[config.mk]
export PLATFORM = sky130hd
export DESIGN_NAME = pipe_stage_reg
export DESIGN_NICKNAME = d
export VERILOG_FILES = /design/src/rtl/pipe_stage_reg_pkg.sv /design/src/rtl/pipe_slot.sv /design/src/rtl/pipe_stage_reg.sv
export SDC_FILE = /design/constraint.sdc
export NUM_CORES = 1
export LEC_CHECK = 0
export CAP_MARGIN = 5
export CORE_MARGIN = 2
export CORE_UTILIZATION = 48
export CTS_BUF_LIST = sky130_fd_sc_hd__clkbuf_16
export CTS_CLUSTER_DIAMETER = 40
export CTS_CLUSTER_SIZE = 8
export DETAILED_ROUTE_END_ITERATION = 10
export PLACE_DENSITY_LB_ADDON = 0.1
export SETUP_SLACK_MARGIN = 0.05
export SLEW_MARGIN = 25
export SYNTH_ARGS = -nofsm -noshare
export SYNTH_HDL_FRONTEND = slang
export SYNTH_SLANG_ARGS = --single-unit
[constraint.sdc]
create_clock -name clk -period 3.8 [get_ports clk]
set_input_delay 0.57 -clock clk [delete_from_list [all_inputs] [get_ports clk]]
set_output_delay 0.57 -clock clk [all_outputs]
set_load 0.005 [all_outputs]
[src/rtl/pipe_stage_reg_pkg.sv]
// Shared pipeline constants: bubble encodings and control-word layout.
// Stages build BUBBLE_CTRL from these named fields.
package pipe_stage_reg_pkg;

  localparam logic [2:0] LOAD_NONE  = 3'b111;
  localparam logic [1:0] STORE_NONE = 2'b11;

  localparam int CTRL_W_EX   = 24;
  localparam int LOAD_LSB    = 0;
  localparam int STORE_LSB   = 3;
  localparam int ALU_OP_LSB  = 5;
  localparam int WB_EN_BIT   = 9;
  localparam int BRANCH_BIT  = 10;
  localparam int JUMP_BIT    = 11;
  localparam int RD_LSB      = 12;

  localparam logic [CTRL_W_EX-1:0] BUBBLE_EX =
    (CTRL_W_EX'(LOAD_NONE) << LOAD_LSB) |
    (CTRL_W_EX'(STORE_NONE) << STORE_LSB);

  localparam logic [15:0] STALL_MAX = 16'hFFFF;

endpackage

[src/rtl/pipe_slot.sv]
// One valid+ctrl+data register; load, drop, flush.
// Ports: load/drop/flush controls, ld_* in, valid/ctrl/data out.
module pipe_slot #(
  parameter int CTRL_W = 24,
  parameter int DATA_W = 96,
  parameter logic [CTRL_W-1:0] BUBBLE_CTRL = '0,
  parameter bit CLEAR_DATA = 1'b0
) (
  input  logic              clk,
  input  logic              rst_n,
  input  logic              load,
  input  logic              drop,
  input  logic              flush,
  input  logic [CTRL_W-1:0] ld_ctrl,
  input  logic [DATA_W-1:0] ld_data,
  output logic              valid,
  output logic [CTRL_W-1:0] ctrl,
  output logic [DATA_W-1:0] data
);

  logic [CTRL_W-1:0] ctrl_q;
  logic [DATA_W-1:0] data_q;

  always_ff @(posedge clk or negedge rst_n) begin
    if (!rst_n) begin
      valid  <= 1'b0;
      ctrl_q <= '0;
      data_q <= '0;
    end else if (flush) begin
      valid <= 1'b0;
      if (CLEAR_DATA) data_q <= '0;
    end else if (load) begin
      valid  <= 1'b1;
      ctrl_q <= ld_ctrl;
      data_q <= ld_data;
    end else if (drop) begin
      valid <= 1'b0;
    end
  end

  // invalid slot never exposes stale write-enables
  assign ctrl = valid ? ctrl_q : BUBBLE_CTRL;
  assign data = data_q;

endmodule

[src/rtl/pipe_stage_reg.sv]
// Handshaked pipeline stage register, optional 2-entry skid.
// Ports: flush, in_* / out_* valid-ready beats, occupancy, stall_cnt.
module pipe_stage_reg
  import pipe_stage_reg_pkg::*;
#(
  parameter int DATA_W = 96,
  parameter int CTRL_W = 24,
  parameter logic [CTRL_W-1:0] BUBBLE_CTRL = {CTRL_W{1'b0}},
  parameter bit SKID = 1'b1,
  parameter bit CLEAR_DATA = 1'b0
) (
  input  logic              clk,
  input  logic              rst_n,
  input  logic              flush,
  input  logic              in_valid,
  output logic              in_ready,
  input  logic [CTRL_W-1:0] in_ctrl,
  input  logic [DATA_W-1:0] in_data,
  output logic              out_valid,
  input  logic              out_ready,
  output logic [CTRL_W-1:0] out_ctrl,
  output logic [DATA_W-1:0] out_data,
  output logic [1:0]        occupancy,
  output logic [15:0]       stall_cnt
);

  logic              m_v;
  logic              m_load;
  logic              m_drop;
  logic [CTRL_W-1:0] m_ld_ctrl;
  logic [DATA_W-1:0] m_ld_data;
  logic              in_fire;
  logic              out_fire;

  assign in_fire  = in_valid & in_ready;
  assign out_fire = m_v & out_ready;
  assign out_valid = m_v;

  pipe_slot #(
    .CTRL_W(CTRL_W), .DATA_W(DATA_W),
    .BUBBLE_CTRL(BUBBLE_CTRL),
    .CLEAR_DATA(CLEAR_DATA)
  ) u_main (
    .clk(clk), .rst_n(rst_n),
    .load(m_load), .drop(m_drop), .flush(flush),
    .ld_ctrl(m_ld_ctrl), .ld_data(m_ld_data),
    .valid(m_v), .ctrl(out_ctrl), .data(out_data)
  );

  if (SKID) begin : g_skid
    logic              s_v;
    logic              s_load;
    logic              s_move;
    logic [CTRL_W-1:0] s_ctrl;
    logic [DATA_W-1:0] s_data;

    // s_v is a flop, so in_ready has no path from out_ready
    assign in_ready = ~s_v;
    assign s_move   = out_fire & s_v;
    assign s_load   = in_fire & m_v & ~out_fire;

    always_comb begin
      m_load    = 1'b0;
      m_ld_ctrl = in_ctrl;
      m_ld_data = in_data;
      if (s_move) begin
        m_load    = 1'b1;
        m_ld_ctrl = s_ctrl;
        m_ld_data = s_data;
      end else if (in_fire & (~m_v | out_fire)) begin
        m_load = 1'b1;
      end
    end
    assign m_drop = out_fire;

    pipe_slot #(
      .CTRL_W(CTRL_W), .DATA_W(DATA_W),
      .BUBBLE_CTRL(BUBBLE_CTRL),
      .CLEAR_DATA(CLEAR_DATA)
    ) u_skid (
      .clk(clk), .rst_n(rst_n),
      .load(s_load), .drop(s_move), .flush(flush),
      .ld_ctrl(in_ctrl), .ld_data(in_data),
      .valid(s_v), .ctrl(s_ctrl), .data(s_data)
    );

    assign occupancy = {1'b0, m_v} + {1'b0, s_v};
  end else begin : g_single
    assign in_ready  = ~m_v | out_ready;
    assign m_load    = in_fire;
    assign m_drop    = out_fire;
    assign m_ld_ctrl = in_ctrl;
    assign m_ld_data = in_data;
    assign occupancy = {1'b0, m_v};
  end

  always_ff @(posedge clk or negedge rst_n) begin
    if (!rst_n) begin
      stall_cnt <= '0;
    end else if (m_v & ~out_ready & (stall_cnt != STALL_MAX)) begin
      stall_cnt <= stall_cnt + 16'd1;
    end
  end

endmodule

# Word level (Yosys, flattened, before mapping)

Index checks and enable logic that the tools add are counted.

Logic and storage cells: 40
Bits in registers: 258
Output and inout bits: 140

Muxes and demuxes: 12
$add $sub $neg: 2
Reductions and logical operators: 4
Bitwise logic cells: 14
Equality and inequality tests: 1

Operator list:

| kind                                                             | number |
|---|---|
| 96-bit 2-to-1 mux                                                | 1 |
| 24-bit 2-to-1 mux                                                | 3 |
| 16-bit by 1-bit adder with 16-bit output (second input constant) | 1 |
| 16-bit != test (second input constant)                           | 1 |
| 1-bit AND                                                        | 8 |
| 1-bit 2-to-1 mux                                                 | 8 |
| 3-bit nonzero test                                               | 2 |
| 1-bit inverter                                                   | 5 |
| 2-bit AND reduction                                              | 2 |
| 1-bit by 1-bit adder with 2-bit output                           | 1 |
| 1-bit OR                                                         | 1 |

# Depth between registers and ports, before layout

Depth in word-level cells: 7
Mapped depth: 7
Mapped depth without buffers: 5

# Modules after synthesis

From an unflattened synthesis, not the netlist that was laid out.

Cells, all modules: 786
Area, all modules: 12627.1 µm²

By module, submodules not included:

| module         | area each (µm²) | sequential area each (µm²) | instances | cells each |
|---|---|---|---|---|
| pipe_slot      | 5176.2          | 3027.9                     | 2         | 284 |
| pipe_stage_reg | 2274.7          | 400.4                      | 1         | 218 |

# Worst setup path before layout

No wires, ideal clock.

Path type: input-to-reg
Start: input out_ready
End: register g_skid.u_skid.data_q[10] (netlist: g_skid.u_skid.data[10])
Stages on the path: 6
Required time: 3.675 ns
Setup time: 0.125 ns
Data arrival time: 1.718 ns
Slack: 1.957 ns
Path through: nand2b_4 > or3_1 > clkbuf_1 > buf_6 > buf_6 > mux2_4

Word-level cells in the longest chain between the ends: 4

RTL lines:

| item                                 | line                 | RTL |
|---|---|---|
| start, declared                      | pipe_stage_reg.sv:20 | `input logic out_ready,` |
| 1-bit AND                            | pipe_stage_reg.sv:36 | `assign out_fire = m_v & out_ready;` |
| 1-bit inverter                       | pipe_stage_reg.sv:60 | `assign s_load = in_fire & m_v & ~out_fire;` |
| 1-bit AND                            | pipe_stage_reg.sv:60 |  |
| 2-bit AND reduction (no source line) | n/a                  |  |
| end signal, assigned                 | pipe_slot.sv:35      | `data_q <= ld_data;` |
| end, declared                        | pipe_slot.sv:22      | `logic [DATA_W-1:0] data_q;` |

No other way between the ends.
A chain may end at the register's enable or synchronous reset.

# Worst setup path in the final report

Start: register u_main.valid
End: output occupancy[0]

Word-level cells in the longest chain between the ends: 1

RTL lines:

| item                                   | line                 | RTL |
|---|---|---|
| start, declared                        | pipe_slot.sv:16      | `output logic valid,` |
| start signal, assigned                 | pipe_slot.sv:26      | `valid <= 1'b0;` |
| start signal, assigned                 | pipe_slot.sv:30      | `valid <= 1'b0;` |
| start signal, assigned                 | pipe_slot.sv:33      | `valid <= 1'b1;` |
| 1-bit by 1-bit adder with 2-bit output | pipe_stage_reg.sv:87 | `assign occupancy = {1'b0, m_v} + {1'b0, s_v};` |
| end, declared                          | pipe_stage_reg.sv:23 | `output logic [1:0] occupancy,` |

No other way between the ends.

==> reports/metrics.sh <==
GRT_PASS1_WL_MM=41.4
CTS_HOLD_BUFFERS=0
CLOCK_POWER_SHARE=0.419
DESIGN.CORE.AREA_SQ_UM=23300
CRIT_PATH_CELL_TRACE='ha_1 -> clkdlybuf4s50_1'
REPORT.FINAL.SLEW_VIOL_COUNT=0
MAXIMUM_CAPACITANCE_VIOLATIONS=0
FINCLKSKEW_NS=0.0105
GRT.TOTAL_USAGE=0.210
MIN_PATH_TYPE='in2async'
PORT-BUFFER-COUNT=264
TIMING.CRITICAL_PATH.TO_TYPE='output pin'
DRC=0
OVERFLOW=0
CRITICAL_PATH.SLOWEST_CELL='sky130_fd_sc_hd__dfrtp_2'
PATH_CLK_SLEW_NS=0.05
CRIT_TYPE='reg2out'
WORST_SKEW_PAIR.LATE_LATENCY_NS=0.51
FINISH.NET_COUNT=1277
GRT_ANTENNA_BEFORE_REPAIR=0
TIMING.CRITICAL_PATH.REQUIRED_NS=3.23
SYNTH.AVG_CELL_AREA_SQ_UM=12.9
VIAS_IN_THE_FIRST_GLOBAL_ROUTE=7913
SLEW_HEADROOM=0.424
STD_CELL_ROWS=56
STARTPOINT_TYPES='flop'
NUMPLACEDINSTANCES=1422
CTS.REPAIR.RESIZED=0
DIE_H_MICRONS=158
DIEAREA_SQ_UM=24800
LAUNCHING_POINT_OF_THE_WORST_REG2REG_PATH='u_main.valid'
SHARE_OF_THE_CLOCK_PERIOD_USED_BY_THE_WORST_PATH_AFTER_LAYOUT=0.677
WORST-PATH-MAX-FANOUT=30
POST_LAYOUT_NONFILLER_INSTANCES=1495
DIE_X_MICRONS=158
R2R_SETUP_SLACK_NS=1.55
P_SWITCHING_W=0.00219
VIAS=7589
FINAL_PERIOD_MINUS_WORST_SETUP_SLACK_NS=2.57
FINAL-SETUP-VIOL-COUNT=0
POSTSYNTHREGISTERBITS=258
POSTSYNTHNETCOUNT=1008
DETAIL_ROUTE.VIAS_PER_CELL=5.08
CLK_ROOT_BUFFER_CELL='sky130_fd_sc_hd__clkbuf_16'
SETUP-TNS-FINAL_NS=0
SYN_INST=881
TOTAL_POWER_W=0.00926
GRT_MAX_DEGREE=111
FINISH.UTILIZATION=0.674
HPWL_MM=16.3
STATIC-LEAKAGE-POWER_nW=7.76
ANT_NETS=0
ANTENNA_DIODES=0
SYNTH_EDF_COUNT=0
YS.FLOP_TYPE='sky130_fd_sc_hd__dfrtp_1'
INTPOWER_W=0.00707
POST-CTS-SETUP-BUFFERS=0
INITIAL_UTILIZATION=0.485
RSZ_0062_RAISED_AFTER_GLOBAL_ROUTING='false'
SLOWEST_DELAY_NS=0.72
NETLIST-CELL-TYPE-COUNT=36
STATUS='finished, final reports clean'
YOSYSWARNINGS=0
CP.ARRIVAL_NS=2.00
ASYNC_RESET_FF_FRAC=1.00
WORST_IR_DROP_VDD_V=0.000415
NUMCLOCKSINKS=258
SYNTHTOLAYOUTAREAGROWTH_PCT=38.8
CLOCK_TREE_FROM_TRITONCTS='yes'
FINAL.SETUP.WORST_SLACK_NS=1.23
ROUTABILITYCONGESTION=0.755
POST_DETAILED_ROUTING_WIRE_LENGTH_MM=25.5
TIMING.RR.END='g_skid.u_skid.data[44]'
HTREE_LEVELS=2
REG2REGPATHDEPTH=4
PRECTSSETUPSLACK_NS=1.05
FINAL_LAYOUT_SIZE_SUFFIX_GT1_FRAC=0.173
POWER_DENSITY_nW_PER_UM2=589
DRTPASS1ITERATIONS=4
DRTITER0DRC=359
COMBPWRFRAC=0.179
SEQUENTIAL_FRACTION_OF_THE_SYNTHESIS_AREA=0.570
SEQ_POWER_SHARE=0.402
MAXCLOCKFREQUENCY_GHz=0.389
SWITCHING_SHARE=0.236
ROUTE.DETAILED.WL_PER_INST_MICRONS=17.1
NETLIST_AREA_SQ_UM=11300
CTS_INSERTED_BUFFERS=45
HOLD_VIOLATIONS=0
CTS_MAX_PATH_BUFFERS=3
IO_PINS=265
WORST-SLEW-PIN-TRANSITION_NS=0.852
[stage by stage]
step                area (sq um)  hold WS [ns]
global placement           14300         0.485
CTS                        15700         0.148
global route               15700         0.171
floorplan                  11300         0.274
finish                     15700        0.0796
detailed placement         14300         0.484
[state kept, by name (all words and copies together) (netlist names)]
signal	flops
g_skid.u_skid.data	96
g_skid.u_skid.ctrl_q	24
g_skid.u_skid.valid	1
stall_cnt	16
u_main.valid	1
u_main.ctrl_q	24
u_main.data	96
[final cells by class]
cell class,count,area [sq um]
tap,319,399
inverter,3,11.3
multi-input combinational,563,4550
timing repair buffer,279,2860
fill,1784,7610
sequential,258,6460
clock inverter,26,269
clock buffer,47,1180
[cells in the final DEF (no fill, tap or decap), types with 5 or more instances in the layout]
cell	count
sky130_fd_sc_hd__a21oi_1	120
sky130_fd_sc_hd__and2_1	24
sky130_fd_sc_hd__buf_12	8
sky130_fd_sc_hd__buf_4	7
sky130_fd_sc_hd__bufinv_16	6
sky130_fd_sc_hd__clkbuf_16	47
sky130_fd_sc_hd__clkdlybuf4s50_1	263
sky130_fd_sc_hd__clkinv_1	7
sky130_fd_sc_hd__dfrtp_1	257
sky130_fd_sc_hd__inv_1	10
sky130_fd_sc_hd__mux2_2	32
sky130_fd_sc_hd__mux2_4	89
sky130_fd_sc_hd__mux2i_1	120
sky130_fd_sc_hd__nand2_1	6
sky130_fd_sc_hd__nand3_1	6
sky130_fd_sc_hd__nor2_1	122
sky130_fd_sc_hd__xnor2_1	5
sky130_fd_sc_hd__xor2_1	10
[metal layers]
| metal | track usage | vias to the layer above | share of wire |
|---|---|---|---|
| met5 | 0 | - | 0 |
| met4 | 0.0571 | 0 | 0.018 |
| met3 | 0.0649 | 41 | 0.071 |
| met2 | 0.339 | 201 | 0.48 |
| met1 | 0.275 | 3739 | 0.43 |
| li1 | - | 3608 | - |
[worst max-delay path, delay by kind of cell, from the launching register on]
kind / cells / cell delay, ns
flip-flops: 1 / 0.72
buffers and inverters: 1 / 0.44
adder cells (fa/ha/maj): 1 / 0.33
[kinds of logic after synthesis]
group           after synthesis  synth area share
mux                         241             0.256
simple gates                180            0.0728
xor+xnor                     15            0.0116
flops                       258             0.570
compound gates              125            0.0568
fa+ha+maj                     2           0.00221
buf+inv                      60            0.0307
[power by group through the flow]
stage / logic [W] / registers [W] / clock network (W)
floorplan: 0.000839 / 0.00369 / 0
global placement: 0.00163 / 0.00374 / 0
detailed placement: 0.00168 / 0.00374 / 0
CTS: 0.00168 / 0.00373 / 0.00397
global route: 0.00182 / 0.00381 / 0.00410
finish: 0.00166 / 0.00373 / 0.00388
[worst max-delay path by stage]
stage,startpoint,endpoint,cells past startpoint
floorplan,out_ready,g_skid.u_skid.data[10],6
global placement,out_ready,g_skid.u_skid.data[30],5
detailed placement,out_ready,g_skid.u_skid.data[30],5
CTS,u_main.valid,occupancy[0],2
global route,u_main.valid,occupancy[0],2
finish,u_main.valid,occupancy[0],2
[synthesized netlist by cell type (3+ instances only)]
cell type / count / area (sq um)
sky130_fd_sc_hd__mux2_2: 32 / 360
sky130_fd_sc_hd__clkbuf_1: 10 / 37.5
sky130_fd_sc_hd__dfrtp_1: 258 / 6460
sky130_fd_sc_hd__inv_1: 3 / 11.3
sky130_fd_sc_hd__xnor2_1: 5 / 43.8
sky130_fd_sc_hd__buf_6: 10 / 113
sky130_fd_sc_hd__xor2_1: 10 / 87.6
sky130_fd_sc_hd__nor3_1: 4 / 20.0
sky130_fd_sc_hd__nor2_1: 122 / 458
sky130_fd_sc_hd__a21oi_1: 120 / 601
sky130_fd_sc_hd__mux2i_1: 120 / 1200
sky130_fd_sc_hd__and2_1: 24 / 150
sky130_fd_sc_hd__buf_2: 35 / 175
sky130_fd_sc_hd__nand3_1: 7 / 35.0
sky130_fd_sc_hd__nand2_1: 6 / 22.5
sky130_fd_sc_hd__mux2_4: 89 / 1340
Note: power is estimated with default switching activity, not from simulation.
